### src/rtl/hdlc_pkg.sv
// hdlc_pkg
// Shared definitions for the HDLC transmit sequencer and the frame check
// sequence generator.
//   - txState_t and the S_* constants: sequencer state encoding
//   - FLAG / ABORT: the fixed 8-bit line patterns (sent LSB first)
//   - FCS_POLY: CRC-16 generator polynomial x^16+x^15+x^2+1
//   - fcsStep(): one bit-serial CRC update, shared by Tx and Rx checkers

package hdlc_pkg;

    // Sequencer states, kept as plain sized constants so older code that
    // compares against raw 3-bit values keeps working.
    typedef logic [2:0] txState_t;

    localparam txState_t S_IDLE   = 3'd0;
    localparam txState_t S_FLAG_S = 3'd1;
    localparam txState_t S_DATA   = 3'd2;
    localparam txState_t S_FCS    = 3'd3;
    localparam txState_t S_FLAG_E = 3'd4;
    localparam txState_t S_ABORT  = 3'd5;

    localparam logic [7:0]  FLAG     = 8'h7E;
    localparam logic [7:0]  ABORT    = 8'hFE;
    localparam logic [15:0] FCS_POLY = 16'h8005;

    // One CRC step: the incoming bit is compared with the register MSB and,
    // when they differ, the polynomial is folded into the shifted value.
    function automatic logic [15:0] fcsStep(input logic [15:0] crc, input logic bitIn);
        logic feedback;
        feedback = crc[15] ^ bitIn;
        fcsStep  = {crc[14:0], 1'b0} ^ (feedback ? FCS_POLY : 16'h0000);
    endfunction

endpackage

### src/rtl/hdlc_fcs16.sv
// hdlc_fcs16
// Bit-serial CRC-16 (polynomial 0x8005, initial value 0, no final XOR).
// The same block is used by the receive-side checker.
// Ports:
//   Clk     in   system clock, rising edge
//   Rst     in   synchronous active-high reset, clears the CRC
//   Clear   in   synchronous clear at the start of a new frame
//   Enable  in   fold DataBit into the CRC on this edge
//   DataBit in   payload bit, in line order
//   Crc     out  current CRC register value

module hdlc_fcs16
    import hdlc_pkg::*;
(
    input  logic        Clk,
    input  logic        Rst,
    input  logic        Clear,
    input  logic        Enable,
    input  logic        DataBit,
    output logic [15:0] Crc
);

    // CRC register: cleared by reset or a frame start, otherwise advanced one
    // bit whenever the owner presents a payload bit.
    always_ff @(posedge Clk) begin
        if (Rst || Clear) begin
            Crc <= 16'h0000;
        end else if (Enable) begin
            Crc <= fcsStep(Crc, DataBit);
        end
    end

endmodule

### src/rtl/hdlc_tx_sequencer.sv
// hdlc_tx_sequencer
// Bit-serial HDLC transmitter: start flag, payload bytes from the Tx buffer,
// 16-bit FCS, end flag, with zero insertion over payload and FCS. Drives idle
// ones between frames and can replace a frame in progress with the abort
// pattern.
// Parameters:
//   MAX_BYTES        largest accepted frame size in bytes
// Ports:
//   Clk              system clock, rising edge
//   Rst              synchronous active-high reset
//   Tx_Enable        start-frame request, sampled in IDLE only
//   Tx_AbortFrame    abort request, sampled while a frame is in progress
//   Tx_FrameSize     payload byte count, sampled with Tx_Enable
//   Tx_Data          buffer read data, valid the cycle after Tx_RdBuff
//   Tx_RdBuff        one-cycle pulse popping the next buffer byte
//   Tx               serial line, LSB first, idle level 1
//   Tx_ValidFrame    high while Tx carries a frame bit (flags included)
//   Tx_Done          high in IDLE
//   Tx_AbortedTrans  sticky abort indication, cleared on the next accepted frame

module hdlc_tx_sequencer
    import hdlc_pkg::*;
#(
    parameter int MAX_BYTES = 126
)
(
    input  logic       Clk,
    input  logic       Rst,
    input  logic       Tx_Enable,
    input  logic       Tx_AbortFrame,
    input  logic [7:0] Tx_FrameSize,
    input  logic [7:0] Tx_Data,
    output logic       Tx_RdBuff,
    output logic       Tx,
    output logic       Tx_ValidFrame,
    output logic       Tx_Done,
    output logic       Tx_AbortedTrans
);

    localparam logic [7:0] MaxSize = 8'(MAX_BYTES);

    // Position registers describe the bit currently on Tx. During an inserted
    // zero they keep pointing at the last real bit, which is what stalls the
    // bit index, CRC and buffer-read schedule.
    txState_t    state;
    logic [2:0]  bitIdx;
    logic [7:0]  byteCnt;
    logic [7:0]  frameSize;
    logic [7:0]  curByte;
    logic [7:0]  holdByte;
    logic [2:0]  onesCnt;
    logic        rdPending;
    logic [15:0] crc;

    txState_t    nState;
    logic [2:0]  nIdx;
    logic [7:0]  nByteCnt;
    logic [2:0]  nOnes;
    logic        nTx;
    logic        nValid;
    logic        nDone;
    logic        nRd;
    logic        txBit;
    logic        loadHold;
    logic        crcEn;
    logic        crcClr;
    logic        acceptFrame;
    logic        abortTaken;
    logic        lastByte;
    logic        sizeOk;
    logic        inFrame;
    logic [3:0]  fcsPos;
    logic [3:0]  nFcsPos;

    assign lastByte = (byteCnt == frameSize - 8'd1);
    assign sizeOk   = (Tx_FrameSize != 8'd0) && (Tx_FrameSize <= MaxSize);
    assign inFrame  = (state == S_FLAG_S) || (state == S_DATA) ||
                      (state == S_FCS)    || (state == S_FLAG_E);
    // In FCS the byte counter only distinguishes the low and high CRC byte.
    assign fcsPos   = {byteCnt[0], bitIdx};

    // The CRC is advanced on the edge that loads a payload bit into Tx, so by
    // the time the last payload bit is on the line the register already holds
    // the final FCS and can be sent directly.
    hdlc_fcs16 fcsGen (
        .Clk     (Clk),
        .Rst     (Rst),
        .Clear   (crcClr),
        .Enable  (crcEn),
        .DataBit (txBit),
        .Crc     (crc)
    );

    // Next-bit selection. An abort outranks everything while a frame is in
    // progress. In DATA/FCS a run of five ones forces an inserted zero before
    // the position is allowed to advance; otherwise the position steps to the
    // next real bit and the ones counter follows the bit being sent.
    always_comb begin
        nState      = state;
        nIdx        = bitIdx;
        nByteCnt    = byteCnt;
        nOnes       = onesCnt;
        nTx         = 1'b1;
        nValid      = 1'b0;
        nDone       = 1'b0;
        nRd         = 1'b0;
        txBit       = 1'b0;
        loadHold    = 1'b0;
        crcEn       = 1'b0;
        crcClr      = 1'b0;
        acceptFrame = 1'b0;
        abortTaken  = 1'b0;
        nFcsPos     = 4'd0;

        if (inFrame && Tx_AbortFrame) begin
            abortTaken = 1'b1;
            nState     = S_ABORT;
            nIdx       = 3'd0;
            nTx        = ABORT[0];
        end else begin
            case (state)
                S_IDLE: begin
                    if (Tx_Enable && sizeOk) begin
                        acceptFrame = 1'b1;
                        crcClr      = 1'b1;
                        nState      = S_FLAG_S;
                        nIdx        = 3'd0;
                        nByteCnt    = 8'd0;
                        nOnes       = 3'd0;
                        nTx         = FLAG[0];
                        nValid      = 1'b1;
                    end else begin
                        nDone = 1'b1;
                    end
                end

                S_FLAG_S: begin
                    nValid = 1'b1;
                    if (bitIdx != 3'd7) begin
                        nIdx = bitIdx + 3'd1;
                        nTx  = FLAG[nIdx];
                        nRd  = (nIdx == 3'd5);
                    end else begin
                        nState   = S_DATA;
                        nIdx     = 3'd0;
                        nByteCnt = 8'd0;
                        loadHold = 1'b1;
                        txBit    = holdByte[0];
                        crcEn    = 1'b1;
                        nTx      = txBit;
                        nOnes    = txBit ? onesCnt + 3'd1 : 3'd0;
                    end
                end

                S_DATA: begin
                    nValid = 1'b1;
                    if (onesCnt == 3'd5) begin
                        nTx   = 1'b0;
                        nOnes = 3'd0;
                    end else begin
                        if (bitIdx != 3'd7) begin
                            nIdx  = bitIdx + 3'd1;
                            txBit = curByte[nIdx];
                            crcEn = 1'b1;
                            nRd   = (nIdx == 3'd5) && !lastByte;
                        end else if (!lastByte) begin
                            nIdx     = 3'd0;
                            nByteCnt = byteCnt + 8'd1;
                            loadHold = 1'b1;
                            txBit    = holdByte[0];
                            crcEn    = 1'b1;
                        end else begin
                            nState   = S_FCS;
                            nIdx     = 3'd0;
                            nByteCnt = 8'd0;
                            txBit    = crc[0];
                        end
                        nTx   = txBit;
                        nOnes = txBit ? onesCnt + 3'd1 : 3'd0;
                    end
                end

                S_FCS: begin
                    nValid = 1'b1;
                    if (onesCnt == 3'd5) begin
                        nTx   = 1'b0;
                        nOnes = 3'd0;
                    end else if (fcsPos != 4'd15) begin
                        nFcsPos  = fcsPos + 4'd1;
                        nIdx     = nFcsPos[2:0];
                        nByteCnt = {7'd0, nFcsPos[3]};
                        txBit    = crc[nFcsPos];
                        nTx      = txBit;
                        nOnes    = txBit ? onesCnt + 3'd1 : 3'd0;
                    end else begin
                        nState = S_FLAG_E;
                        nIdx   = 3'd0;
                        nTx    = FLAG[0];
                        nOnes  = 3'd0;
                    end
                end

                S_FLAG_E: begin
                    if (bitIdx != 3'd7) begin
                        nValid = 1'b1;
                        nIdx   = bitIdx + 3'd1;
                        nTx    = FLAG[nIdx];
                    end else begin
                        nState = S_IDLE;
                        nIdx   = 3'd0;
                        nDone  = 1'b1;
                    end
                end

                S_ABORT: begin
                    if (bitIdx != 3'd7) begin
                        nIdx = bitIdx + 3'd1;
                        nTx  = ABORT[nIdx];
                    end else begin
                        nState = S_IDLE;
                        nIdx   = 3'd0;
                        nDone  = 1'b1;
                    end
                end

                default: begin
                    nState = S_IDLE;
                    nIdx   = 3'd0;
                    nDone  = 1'b1;
                end
            endcase
        end
    end

    // State and registered outputs. The buffer byte is captured one cycle
    // after the read pulse into a holding register and only moved into the
    // transmit byte at the byte boundary, so stuffing delays never lose it.
    always_ff @(posedge Clk) begin
        if (Rst) begin
            state           <= S_IDLE;
            bitIdx          <= 3'd0;
            byteCnt         <= 8'd0;
            frameSize       <= 8'd0;
            curByte         <= 8'd0;
            holdByte        <= 8'd0;
            onesCnt         <= 3'd0;
            rdPending       <= 1'b0;
            Tx              <= 1'b1;
            Tx_ValidFrame   <= 1'b0;
            Tx_RdBuff       <= 1'b0;
            Tx_Done         <= 1'b1;
            Tx_AbortedTrans <= 1'b0;
        end else begin
            state         <= nState;
            bitIdx        <= nIdx;
            byteCnt       <= nByteCnt;
            onesCnt       <= nOnes;
            Tx            <= nTx;
            Tx_ValidFrame <= nValid;
            Tx_RdBuff     <= nRd;
            Tx_Done       <= nDone;
            rdPending     <= Tx_RdBuff;
            if (rdPending) begin
                holdByte <= Tx_Data;
            end
            if (loadHold) begin
                curByte <= holdByte;
            end
            if (acceptFrame) begin
                frameSize       <= Tx_FrameSize;
                Tx_AbortedTrans <= 1'b0;
            end else if (abortTaken) begin
                Tx_AbortedTrans <= 1'b1;
            end
        end
    end

endmodule

### config.mk
export PLATFORM = sky130hd
export DESIGN_NAME = hdlc_tx_sequencer
export DESIGN_NICKNAME = d
export VERILOG_FILES = /design/src/rtl/hdlc_pkg.sv /design/src/rtl/hdlc_fcs16.sv /design/src/rtl/hdlc_tx_sequencer.sv
export SDC_FILE = /design/constraint.sdc
export NUM_CORES = 1
export LEC_CHECK = 0
export ABC_AREA = 1
export CAP_MARGIN = 30
export CORE_ASPECT_RATIO = 1.75
export CORE_MARGIN = 5
export CORE_UTILIZATION = 55
export CTS_CLUSTER_DIAMETER = 120
export DETAILED_ROUTE_END_ITERATION = 16
export DONT_BUFFER_PORTS = 1
export HOLD_SLACK_MARGIN = 0.12
export PLACE_DENSITY = 0.73
export SETUP_SLACK_MARGIN = 0.3
export SLEW_MARGIN = 20
export SYNTH_ARGS = -nofsm -noshare
export SYNTH_HDL_FRONTEND = slang
export SYNTH_SLANG_ARGS = --single-unit
### constraint.sdc
create_clock -name Clk -period 2.35 [get_ports Clk]
set_input_delay 0.47 -clock Clk [delete_from_list [all_inputs] [get_ports Clk]]
set_output_delay 0.47 -clock Clk [all_outputs]
set_load 0.005 [all_outputs]
==> results.cfg <==
[timing]
setup_viol = 0
worst_pin_slew_ps = 667
holdWs_ps = 171
skew_ps = 6.14
fin_tns_setup_ps = 0
timing.fmax_ghz = 0.465
hold_viol_final = 0
rsz0062_at_grt = true
timing.final.crit_period_ps = 2150
fin_crit_sh_pct = 91.5
drv_slew = 0
relSlewSlack_pct = 55.5

[grt]
grt_pass1_vias = 3338
grt_usage_pct = 24.2
grt_pass1_wl_um = 15000
antenna_found_initial = 0
grt_max_degree = 27
grt-ovfl-total = 0

[layout]
final_area_um2 = 4160
layout_commonest_cell = nand2_1
drive_above_1_share_pct = 25.7
diodes = 0
area_growth_pct = 23.4
layout_common_cells = nand2_1, nor2_1, dfxtp_1, inv_1, o21ai_0
fin_util_pct = 70.2
layoutNonFillerInstCount = 604
final_net_count = 549

[cts]
root_buffer = clkbuf_8
cts_hold_buf = 0
htreeDepth = 3
clockBufferDepth = 2
numClockSinks = 63
cts_buffers = 9
cts_tree = built
clock_latency_ps = 360
clk_pin_slew_ps = 70

[logic_synthesis]
synth_seq_cells = 63
syn_area_um2 = 3370
synth.net_count = 525
postSynthCellCount = 497
synthDistinctLibCells = 42
ys_warn_count = 0
syn_area_per_cell_um2 = 6.78
synth_sequential_area_ratio_pct = 37.4

[detailed_routing]
vias = 3374
ant_nets = 0
vias_per_cell = 5.59
drcViolationCount = 0
routed_wl_um = 9360
drt_first_pass_iters = 4
drt-initial-drc-count = 152
wl_per_cell_um = 15.5

[power]
p_int_mw = 2.62
pwr-share-comb_pct = 49.5
p_per_area_nw_per_um2 = 1120
p_clk_share_pct = 19.8
switching_share_pct = 43.6
power_switching_mw = 2.03
p_seq_share_pct = 30.7
vdd_drop_max_mv = 0.630
p_leak_nw = 1.85

[placed_design]
gp_congestion = 0.914
placed_area_um2 = 3560
port_buffers = 0
post-dp-hpwl_um = 6640
placedCellCount = 576

[die]
die_w_um = 69.2
die_h_um = 114
start_util_pct = 56.8
ios = 25
dieArea_um2 = 7850
core_um2 = 5930
rows = 37

[outcome]
status = complete, no violations

[hold_path]
hp-class = in -> reg

[critical_path]
cp.arrival_ps = 2390
worstPathRequired_ps = 2590
worstSetupEndpointType = flop
crit_type = reg -> reg
crit_fanout = 7
crit_path_start_kind = flop

[run]
max-cap-violations = 0
## Yosys cell counts, drive strengths merged
master	instances	area, µm²
nor2	84	340
o21bai	1	7.51
o22ai	1	6.26
xor2	3	26.3
xnor2	2	17.5
inv	63	236
a31oi	3	18.8
or2	1	6.26
o21a	3	22.5
nor3	8	45.0
dfxtp	63	1260
o31ai	1	7.51
buf	8	41.3
nand2	95	377
clkbuf	6	23.8
o2111ai	1	8.76
nand3	36	203
a32oi	1	8.76
nand4	10	62.6
clkinv	1	3.75
o211ai	7	57.6
o21ai	54	270
nor3b	4	35.0
ha	8	100
a211oi	3	27.5
a21oi	30	154
## sequential cells by signal (all words and copies together) (netlist names), 3 cells and up
name        flops
bitIdx          3
frameSize       8
curByte         8
state           3
byteCnt         8
fcsGen.Crc     16
onesCnt         3
holdByte        8
## path summary, 6_finish.rpt
kind,start,cells past startpoint,slack [ps],end
setup / recovery,frameSize[1],15,200,fcsGen.Crc[1]
hold / removal,Rst,1,170,state[0]
setup reg to reg,frameSize[1],15,200,fcsGen.Crc[1]
hold reg to reg,Tx_RdBuff,2,450,rdPending
## cell type report
class / instances / area (µm²)
Multi-Input combinational cell: 357 / 2090
Fill cell: 533 / 1770
Sequential cell: 63 / 1280
Inverter: 64 / 253
Timing Repair Buffer: 26 / 250
Clock buffer: 12 / 145
Tap cell: 78 / 97.6
Clock inverter: 4 / 45.0
## per-stage QoR
| step | setup WS [ps] | total power [mW] |
|---|---|---|
| after floorplan | 299 | 2.76 |
| after global placement | 183 | 3.18 |
| after detailed placement | 84.3 | 3.20 |
| after CTS | 227 | 4.29 |
| after global routing | 42.1 | 4.99 |
| final | 201 | 4.65 |
## cell families after synthesis
kind of cell	synth area share [%]
buffers and inverters	9.06
adders and majority gates	2.97
AOI/OAI and AO/OA	17.5
xor gates and xnor gates	1.30
DFF	37.4
and+or+nand+nor	31.7
## per-layer routing
layer,vias up,global-route usage (%),wire length (µm)
li1,1685,-,-
met2,73,44.6,5140
met5,-,0,0
met3,46,5.64,338
met1,1570,21.9,3300
met4,0,20.2,579
## worst max-delay path: stages, from the launching register on
cell and delay [ps]:
dfxtp_2 340, inv_2 50, ha_4 230, nand2_1 60, inv_1 40, nor2_1 80
nand2_1 50, nor2_1 70, nand3_1 110, nor2_4 140, nand2_4 90, o211ai_4 190
o31ai_4 170, buf_12 170, o21ai_0 190, a21oi_1 70
## power groups by stage
| stage | Clock, mW | Combinational [mW] | Sequential, mW |
|---|---|---|---|
| 4_1_cts | 0.951 | 1.97 | 1.38 |
| 3_5_place_dp | 0 | 1.81 | 1.39 |
| 3_3_place_gp | 0 | 1.79 | 1.39 |
| 6_report | 0.921 | 2.30 | 1.43 |
| 2_1_floorplan | 0 | 1.41 | 1.35 |
| 5_1_grt | 1.00 | 2.54 | 1.45 |
## what timing repair did
action / 4_1_cts / 5_1_grt
pin swaps: 9 / 20
cloned: 1 / 1
hold endpoints to repair: 0 / 0
gates resized for setup: 33 / 72
endpoints found under the setup margin: 31 / 38
setup buffers: 5 / 5
Power figures use the tool's default switching activity.
